<file path="config.mk">
export PLATFORM = sky130hd
export DESIGN_NAME = uart_reg_bank_flat
export DESIGN_NICKNAME = d
export VERILOG_FILES = /design/src/rtl/uart_reg_bank_if.sv /design/src/rtl/uart_reg_bank.sv /design/src/flat_wrapper.sv
export SDC_FILE = /design/constraint.sdc
export NUM_CORES = 1
export LEC_CHECK = 0
export ABC_AREA = 0
export CAP_MARGIN = 20
export CORE_MARGIN = 2
export CORE_UTILIZATION = 55
export DETAILED_ROUTE_END_ITERATION = 10
export GPL_TIMING_DRIVEN = 0
export PLACE_DENSITY = 0.87
export REMOVE_ABC_BUFFERS = 1
export SYNTH_ARGS = -nofsm -noshare
export SYNTH_HDL_FRONTEND = slang
export SYNTH_SLANG_ARGS = --single-unit
export TNS_END_PERCENT = 1
</file>
<file path="constraint.sdc">
create_clock -name i_clk -period 5.26 [get_ports i_clk]
set_input_delay 1.315 -clock i_clk [delete_from_list [all_inputs] [get_ports i_clk]]
set_output_delay 1.315 -clock i_clk [all_outputs]
set_load 0.01 [all_outputs]
</file>
<file path="src/rtl/uart_reg_bank_if.sv">
// Byte-stream handshake bundle between a UART core (master) and the register bank (slave).
interface uart_reg_bank_if;
    logic       rx_valid;
    logic [7:0] rx_data;
    logic       rx_ready;
    logic       rx_error;
    logic       tx_valid;
    logic [7:0] tx_data;
    logic       tx_ready;

    modport master (
        output rx_valid, rx_data, rx_error, tx_ready,
        input  rx_ready, tx_valid, tx_data
    );

    modport slave (
        input  rx_valid, rx_data, rx_error, tx_ready,
        output rx_ready, tx_valid, tx_data
    );
endinterface

</file>
<file path="src/rtl/uart_reg_bank.sv">
// UART byte-command decoder driving a bank of NumRegs x RegWidth registers with
// read-back, error responses, inter-byte timeout and a soft-reset command.
module uart_reg_bank #(
    parameter int NumRegs       = 4,
    parameter int RegWidth      = 8,
    parameter int TimeoutCycles = 1562500
) (
    input  logic                        i_clk,
    input  logic                        i_rst_n,
    uart_reg_bank_if.slave              bus,
    output logic [NumRegs*RegWidth-1:0] o_regs,
    output logic                        o_soft_reset,
    output logic                        o_timeout,
    output logic                        o_busy
);

    localparam int         NB            = RegWidth / 8;
    localparam int         TW            = $clog2(TimeoutCycles);
    localparam logic [7:0] AckByte       = 8'hA5;
    localparam logic [7:0] ErrByte       = 8'hEE;
    localparam logic [6:0] SoftResetAddr = 7'h7F;

    typedef enum logic [1:0] {IDLE, DATA, APPLY, RESP} state_t;

    state_t              state, next_state;
    logic [6:0]          cmd_addr;
    logic                cmd_write;
    logic [2:0]          byte_cnt;
    logic [2:0]          resp_cnt;
    logic [RegWidth-1:0] data_sr;
    logic [RegWidth-1:0] resp_sr;
    logic [RegWidth-1:0] read_val;
    logic [TW-1:0]       timer;
    logic [RegWidth-1:0] regs [NumRegs];
    logic                rx_ready_q;
    logic                tx_valid_q;

    logic rx_fire, tx_fire, data_accept, last_data, timeout_hit, last_resp;
    logic addr_valid, soft_cmd;

    always_ff @(posedge i_clk or negedge i_rst_n) begin
        if (!i_rst_n) begin
            state <= IDLE;
        end else begin
            state <= next_state;
        end
    end

    always_comb begin
        next_state = state;
        case (state)
            IDLE:  if (rx_fire) next_state = bus.rx_data[7] ? DATA : APPLY;
            DATA: begin
                if (bus.rx_error)       next_state = IDLE;
                else if (last_data)     next_state = APPLY;
                else if (timeout_hit)   next_state = IDLE;
            end
            APPLY: next_state = RESP;
            RESP:  if (last_resp) next_state = IDLE;
            default: next_state = IDLE;
        endcase
    end

    // A framing error in DATA outranks a byte or a timeout arriving in the same cycle.
    always_comb begin
        rx_fire     = bus.rx_valid && rx_ready_q;
        tx_fire     = tx_valid_q && bus.tx_ready;
        data_accept = (state == DATA) && rx_fire && !bus.rx_error;
        last_data   = data_accept && (byte_cnt == 3'(NB - 1));
        timeout_hit = (state == DATA) && !bus.rx_error && !rx_fire
                      && (timer == TW'(TimeoutCycles - 1));
        last_resp   = (state == RESP) && tx_fire && (resp_cnt == 3'd1);
        addr_valid  = 32'(cmd_addr) < NumRegs;
        soft_cmd    = cmd_addr == SoftResetAddr;
        o_busy      = state != IDLE;
        read_val    = '0;
        for (int i = 0; i < NumRegs; i++) begin
            if (cmd_addr == 7'(i)) read_val = regs[i];
        end
    end

    always_ff @(posedge i_clk or negedge i_rst_n) begin
        if (!i_rst_n) begin
            rx_ready_q   <= 1'b0;
            tx_valid_q   <= 1'b0;
            cmd_addr     <= '0;
            cmd_write    <= 1'b0;
            byte_cnt     <= '0;
            resp_cnt     <= '0;
            data_sr      <= '0;
            resp_sr      <= '0;
            timer        <= '0;
            o_soft_reset <= 1'b0;
            o_timeout    <= 1'b0;
            for (int i = 0; i < NumRegs; i++) regs[i] <= '0;
        end else begin
            rx_ready_q   <= (next_state == IDLE) || (next_state == DATA);
            o_soft_reset <= 1'b0;
            o_timeout    <= 1'b0;
            if (state != DATA) timer <= '0;
            case (state)
                IDLE: begin
                    if (rx_fire) begin
                        cmd_write <= bus.rx_data[7];
                        cmd_addr  <= bus.rx_data[6:0];
                        byte_cnt  <= '0;
                    end
                end
                DATA: begin
                    if (data_accept) begin
                        data_sr  <= (data_sr << 8) | RegWidth'(bus.rx_data);
                        byte_cnt <= byte_cnt + 3'd1;
                        timer    <= '0;
                    end else if (timeout_hit) begin
                        o_timeout <= 1'b1;
                        timer     <= '0;
                    end else if (!bus.rx_error) begin
                        timer <= timer + TW'(1);
                    end
                end
                APPLY: begin
                    tx_valid_q <= 1'b1;
                    resp_cnt   <= 3'd1;
                    resp_sr    <= RegWidth'(ErrByte) << (RegWidth - 8);
                    if (cmd_write) begin
                        if (addr_valid) begin
                            for (int i = 0; i < NumRegs; i++) begin
                                if (cmd_addr == 7'(i)) regs[i] <= data_sr;
                            end
                            resp_sr <= RegWidth'(AckByte) << (RegWidth - 8);
                        end else if (soft_cmd) begin
                            for (int i = 0; i < NumRegs; i++) regs[i] <= '0;
                            o_soft_reset <= 1'b1;
                            resp_sr      <= RegWidth'(AckByte) << (RegWidth - 8);
                        end
                    end else if (addr_valid) begin
                        resp_sr  <= read_val;
                        resp_cnt <= 3'(NB);
                    end
                end
                RESP: begin
                    if (tx_fire) begin
                        if (resp_cnt == 3'd1) begin
                            tx_valid_q <= 1'b0;
                            resp_sr    <= '0;
                        end else begin
                            resp_sr  <= resp_sr << 8;
                            resp_cnt <= resp_cnt - 3'd1;
                        end
                    end
                end
                default: ;
            endcase
        end
    end

    assign bus.rx_ready = rx_ready_q;
    assign bus.tx_valid = tx_valid_q;
    assign bus.tx_data  = resp_sr[RegWidth-1 -: 8];

    always_comb begin
        o_regs = '0;
        for (int i = 0; i < NumRegs; i++) o_regs[i*RegWidth +: RegWidth] = regs[i];
    end

endmodule

</file>
<file path="src/flat_wrapper.sv">
// flat-port wrapper written by rule: the top's interface ports become plain ports
module uart_reg_bank_flat 
#(
    parameter int NumRegs       = 4,
    parameter int RegWidth      = 8,
    parameter int TimeoutCycles = 1562500
)
  (i_clk, i_rst_n, o_regs, o_soft_reset, o_timeout, o_busy, bus_rx_valid, bus_rx_data, bus_rx_error, bus_tx_ready, bus_rx_ready, bus_tx_valid, bus_tx_data);
  uart_reg_bank_if bus_i ();
  input  logic i_clk;
  input  logic i_rst_n;
  output logic [NumRegs*RegWidth-1:0] o_regs;
  output logic o_soft_reset;
  output logic o_timeout;
  output logic o_busy;
  input wire logic [$bits(bus_i.rx_valid)-1:0] bus_rx_valid;
  input wire logic [$bits(bus_i.rx_data)-1:0] bus_rx_data;
  input wire logic [$bits(bus_i.rx_error)-1:0] bus_rx_error;
  input wire logic [$bits(bus_i.tx_ready)-1:0] bus_tx_ready;
  output wire logic [$bits(bus_i.rx_ready)-1:0] bus_rx_ready;
  output wire logic [$bits(bus_i.tx_valid)-1:0] bus_tx_valid;
  output wire logic [$bits(bus_i.tx_data)-1:0] bus_tx_data;
  assign bus_i.rx_valid = bus_rx_valid;
  assign bus_i.rx_data = bus_rx_data;
  assign bus_i.rx_error = bus_rx_error;
  assign bus_i.tx_ready = bus_tx_ready;
  assign bus_rx_ready = bus_i.rx_ready;
  assign bus_tx_valid = bus_i.tx_valid;
  assign bus_tx_data = bus_i.tx_data;
  uart_reg_bank #(.NumRegs(NumRegs), .RegWidth(RegWidth), .TimeoutCycles(TimeoutCycles)) u_core (.i_clk(i_clk), .i_rst_n(i_rst_n), .bus(bus_i), .o_regs(o_regs), .o_soft_reset(o_soft_reset), .o_timeout(o_timeout), .o_busy(o_busy));
endmodule
</file>
After elaboration in Yosys (flattened, before gate mapping)

Cells that the tools add are included.

Output and inout port bits: 45
Logic and storage cells: 115
Bits of input ports: 13
Flip-flop bits (word level): 89

Muxes and demuxes: 44
Equal/unequal tests: 20
Reductions and logical operators: 31
Order comparisons: 1
Add/subtract/negate cells: 3

Operator list:

| operator                                                                     | number |
|---|---|
| 21-bit two-way mux                                                           | 5 |
| 8-bit two-way mux                                                            | 12 |
| 32-bit two-way mux                                                           | 2 |
| 21-bit by 1-bit adder with 21-bit output, second input constant              | 1 |
| 21-bit equality test, second input constant                                  | 1 |
| 8-bit case mux with 2 select lines                                           | 1 |
| 4-bit AND reduction                                                          | 4 |
| 7-bit by 2-bit equality test with 1-bit output, second input constant        | 2 |
| 2-bit two-way mux                                                            | 6 |
| 3-bit two-way mux                                                            | 4 |
| 2-bit inequality test, second input constant                                 | 6 |
| 3-bit case mux with 2 select lines                                           | 2 |
| 1-bit logical AND                                                            | 10 |
| 1-bit two-way mux                                                            | 9 |
| 3-bit AND reduction                                                          | 3 |
| 2-bit by 1-bit inequality test with 1-bit output, second input constant      | 4 |
| 2-bit case mux with 4 select lines                                           | 1 |
| 2-bit nonzero test                                                           | 4 |
| 7-bit by 1-bit equality test with 1-bit output, second input constant        | 1 |
| 7-bit equality test, second input constant                                   | 1 |
| 7-bit zero test                                                              | 1 |
| 7-bit by 3-bit less-than comparator with 1-bit output, second input constant | 1 |
| 7-bit two-way mux                                                            | 1 |
| 2-bit AND reduction                                                          | 3 |
| 10 further kinds                                                             | 14 |

Depth between registers and ports, before layout

Depth after elaboration: 10
Depth in mapped cells: 6
Mapped depth without buffers: 6

Worst setup path after synthesis

Ideal clock, no wire load.

Path kind: in2reg
Start: input port bus_rx_error
End: register u_core.timer[17]
Cell stages on the path: 4
Data required time: 5.166 ns
Path buffers: 0
Data arrival time: 2.620 ns
Setup slack: 2.546 ns
Library setup time: 0.094 ns
Cell sequence: nand3b_1 or4_1 or3_1 a211oi_1

Longest elaborated chain between the ends: 7
Elaborated cells on any way between the ends: 9
Those cells by class: 4 x mux; 5 x reduce/logical

Ends and longest elaborated chain:

| what                           | line                                     | text |
|---|---|---|
| from (decl)                    | flat_wrapper.sv:18                       | `input wire logic [$bits(bus_i.rx_error)-1:0] bus_rx_error;` |
| 1-bit zero test                | uart_reg_bank.sv:68, uart_reg_bank.sv:70 |  |
| 1-bit logical AND (2 in a row) | uart_reg_bank.sv:70                      | `timeout_hit = (state == DATA) && !bus.rx_error && !rx_fire` |
| 1-bit logical AND              | uart_reg_bank.sv:71                      | `&& (timer == TW'(TimeoutCycles - 1));` |
| 21-bit two-way mux             | uart_reg_bank.sv:114                     | `end else if (timeout_hit) begin` |
| 21-bit two-way mux (*)         | uart_reg_bank.sv:110                     | `if (data_accept) begin` |
| 21-bit two-way mux (*)         | uart_reg_bank.sv:101                     | `case (state)` |
| to (signal assigned)           | uart_reg_bank.sv:118                     | `timer <= timer + TW'(1);` |
| to (decl)                      | uart_reg_bank.sv:33                      | `logic [TW-1:0] timer;` |

Every way passes the cells marked *; elsewhere a longest branch is shown, timed or not.
A chain may end at the register's enable or synchronous reset.

Final worst setup path

Start: input port bus_rx_error
End: register u_core.timer[8]

Same word-level chain as after synthesis.

==> metrics.md <==
| Metric | Value |
|---|---|
| Status | `complete, no violations` |
| Ports | `58` |
| WHS | `475 ps` |
| Worst-Skew Late Latency | `370 ps` |
| WL/cell | `16.6 um` |
| Post-synth EDFFs | `0` |
| VDD IR max | `0.000258 V` |
| Worst slew margin | `29.0%` |
| GPL Wtd Cong | `0.813` |
| Port Buffers | `57` |
| Layout cells sized above 1 | `15.1%` |
| Seq/Total Area, Yosys | `52.9%` |
| Fmax | `296 MHz` |
| Slew Viols, Final | `0` |
| Startpoint types | `input pin` |
| Register bit total from synthesis | `89` |
| Slowest stage delay, CP | `680 ps` |
| Asr flop ratio synth | `100%` |
| Synth Flop Type | `dfrtp_1` |
| R2r endpoint | `u_core.o_regs[8]$_DFFE_PN0P_` |
| Resize count post-CTS | `0` |
| H-tree depth | `3` |
| HP Start | `u_core.data_sr[6]$_DFFE_PN0P_` |
| Total grt overflow | `0` |
| R2R Path Start | `u_core.cmd_addr[0]$_DFFE_PN0P_` |
| Clock buffer depth | `2` |
| First-pass GRT wire length | `15300 um` |
| Cell variety after synth | `44` |
| Worst slew pin tran | `1060 ps` |
| Final min period | `3370 ps` |
| Post-Synthesis Cells | `385` |
| Row count | `31` |
| Worst-path fanout max | `21` |
| Crit. End Element | `register` |
| Root buffer selected by CTS | `clkbuf_8` |
| Vias | `3134` |
| Die area | `8360 um2` |
| Cts hold-fix bufs | `0` |
| Utilization after layout | `69.1%` |
| Synth Warn # | `0` |
| Fin nets | `457` |
| Pre-CTS setup slack | `1540 ps` |
| Final setup viols | `0` |
| WP data required | `5450 ps` |
| Cts bufs inserted | `9` |
| Leakage | `2.22 nW` |
| Synth Cell Area | `4210 um2` |
| DP Wirelength | `6240 um` |
| Worst hold path cell count | `2` |
| Syn avg cell area | `10.9 um2` |
| Fill cells | `505` |
| Area of the core | `7330 um2` |
| Worst hold-check path type | `reg2reg` |
| Syn-to-layout area delta | `20.4%` |
| Total negative setup slack | `0 ps` |
| R2R Setup Slk | `2670 ps` |
| Total GRT Usage | `23.1%` |
| Max-cap check violation count | `0` |
| Clock sink total | `89` |
| Post-CTS setup buffer count | `0` |
| Top cells by area, synth | `dfrtp_1 53%, mux2_2 8.6%, nand2_1 6.2%, mux4_2 4.3%, xnor2_1 2.5%` |
| Synth top area share | `52.9%` |
| Drt pass-1 iters | `4` |
| Final Skew | `16.7 ps` |
| WS Path Type | `in2reg` |
| Drt total wl | `9000 um` |
| Clock-pin slew on the worst setup and hold paths | `90 ps` |
| Tot Pwr | `2.01 mW` |
| Die H | `91.5 um` |
| Leading area contributor after synthesis | `dfrtp_1` |
| CTS tree | `built` |
| Initial antenna violation count | `0` |
| Initial DRC Count | `222` |
| Power density over the cells | `397 nW/um2` |
| Crit path DAT | `3570 ps` |
| Die width | `91.5 um` |
| Commonest cells post-synth | `89 x dfrtp_1, 69 x nand2_1, 32 x mux2_2, 18 x nor3_1, 15 x nor2_1` |
| Fin. Hold Viols | `0` |
| Cells along the critical path | `clkdlybuf4s50_1, nor3b_2, and2_1, or3_1, nor3_1` |
| ANT cells | `0` |
| Reg2Reg Depth | `4` |
| Most common cell in the synthesized netlist | `dfrtp_1` |
| Worst Setup Slack, final | `1890 ps` |
| DRT antenna net count | `0` |
| Vias per cell | `5.77` |
| CP delay by family, top | `simple AND/OR/NAND/NOR gates` |
| Vias in the first global route | `3133` |
| DRC Markers | `0` |
| RSZ-0062 raised after global routing | `no` |
| Initial Util | `57.4%` |
| Slowest cell on the critical path | `or3_1` |
| Crit path buffers/inverters | `1` |
| Final period utilization | `64.1%` |
| Hold worst-path end | `u_core.data_sr[6]$_DFFE_PN0P_` |
| Largest net degree at the start of global routing | `62` |
-- worst max-delay path by stage --
| stage | startpoint | end | slack (ps) | depth (start not counted) |
|---|---|---|---|---|
| after floorplan | bus_rx_error | u_core.timer[17]$_DFF_PN0_ | 2540 | 4 |
| after global placement | i_rst_n | u_core.bus.tx_data[4]$_DFFE_PN0P_ | -200 | 1 |
| after detailed placement | bus_rx_error | u_core.timer[13]$_DFF_PN0_ | 1540 | 5 |
| after CTS | bus_rx_error | u_core.timer[7]$_DFF_PN0_ | 1900 | 5 |
| after global routing | bus_rx_error | u_core.timer[8]$_DFF_PN0_ | 1700 | 5 |
| final | bus_rx_error | u_core.timer[8]$_DFF_PN0_ | 1890 | 5 |
-- metrics by stage --
step	instance area (um2)	cells
2_1_floorplan	4150	370
3_3_place_gp	4840	526
3_5_place_dp	4870	527
4_1_cts	5060	543
5_1_grt	5060	543
6_report	5060	543
-- state kept, by name, indices dropped and copies added (netlist names), 2 cells and up --
name and count:
u_core.bus.tx_data 8, u_core.byte_cnt 3, u_core.cmd_addr 7, u_core.data_sr 8, u_core.o_regs 32, u_core.resp_cnt 3
u_core.state 2, u_core.timer 21
-- logic make-up (layout without fill, tap and decap cells) --
logic type               count (synthesis)  count (layout)  share of synthesized area, %
adder cells (fa/ha/maj)                  5               5                          1.49
flip-flops                              89              89                          52.9
buffers and inverters                   27              86                          2.50
XOR/XNOR                                16              16                          3.33
AO/OA/AOI/OAI                           38              38                          5.77
multiplexers                            42              42                          13.3
AND/OR/NAND/NOR                        168             168                          20.6
-- routing by layer --
metal / vias to the layer above / GRT usage, % / share of wire (%)
met3: 15 / 3.65 / 4.7
met4: 0 / 10.5 / 1.8
met2: 85 / 37.0 / 49
met5: - / 0 / 0
li1: 1465 / - / -
met1: 1569 / 31.1 / 44
-- worst reg2reg max path: cells and delay by family (launching register included) --
family	cells	cell delay (ps)
AND/OR/NAND/NOR	2	790
AO/OA/AOI/OAI	1	490
flip-flops	1	810
multiplexers	1	400
-- report_power, final --
| group | switching (mW) | internal (mW) |
|---|---|---|
| sequential | 0.145 | 0.815 |
| clock | 0.256 | 0.224 |
| combinational | 0.307 | 0.266 |
| total | 0.708 | 1.30 |
-- final cells by class --
type / instances / area, um2 / area share, %
sequential: 89 / 2230 / 44.0
clock buffer: 9 / 124 / 2.45
multi-input combinational: 269 / 1870 / 37.0
tap: 99 / 124 / 2.45
inverter: 12 / 45.0 / 0.889
timing repair buffer: 58 / 596 / 11.8
clock inverter: 7 / 75.1 / 1.48
-- placed cells by master, fill, tap and decap left out, types with 9 or more instances in the layout --
cell type        netlist  final
dfrtp_1               89     89
nand2_1               69     69
clkdlybuf4s50_1        0     56
mux2_2                32     32
nor3_1                18     18
nor2_1                15     15
and2_1                13     13
o21ai_0               13     13
inv_1                 12     12
xnor2_1               12     12
clkbuf_8               0      9
No activity file was read; power rests on OpenSTA's default activity.
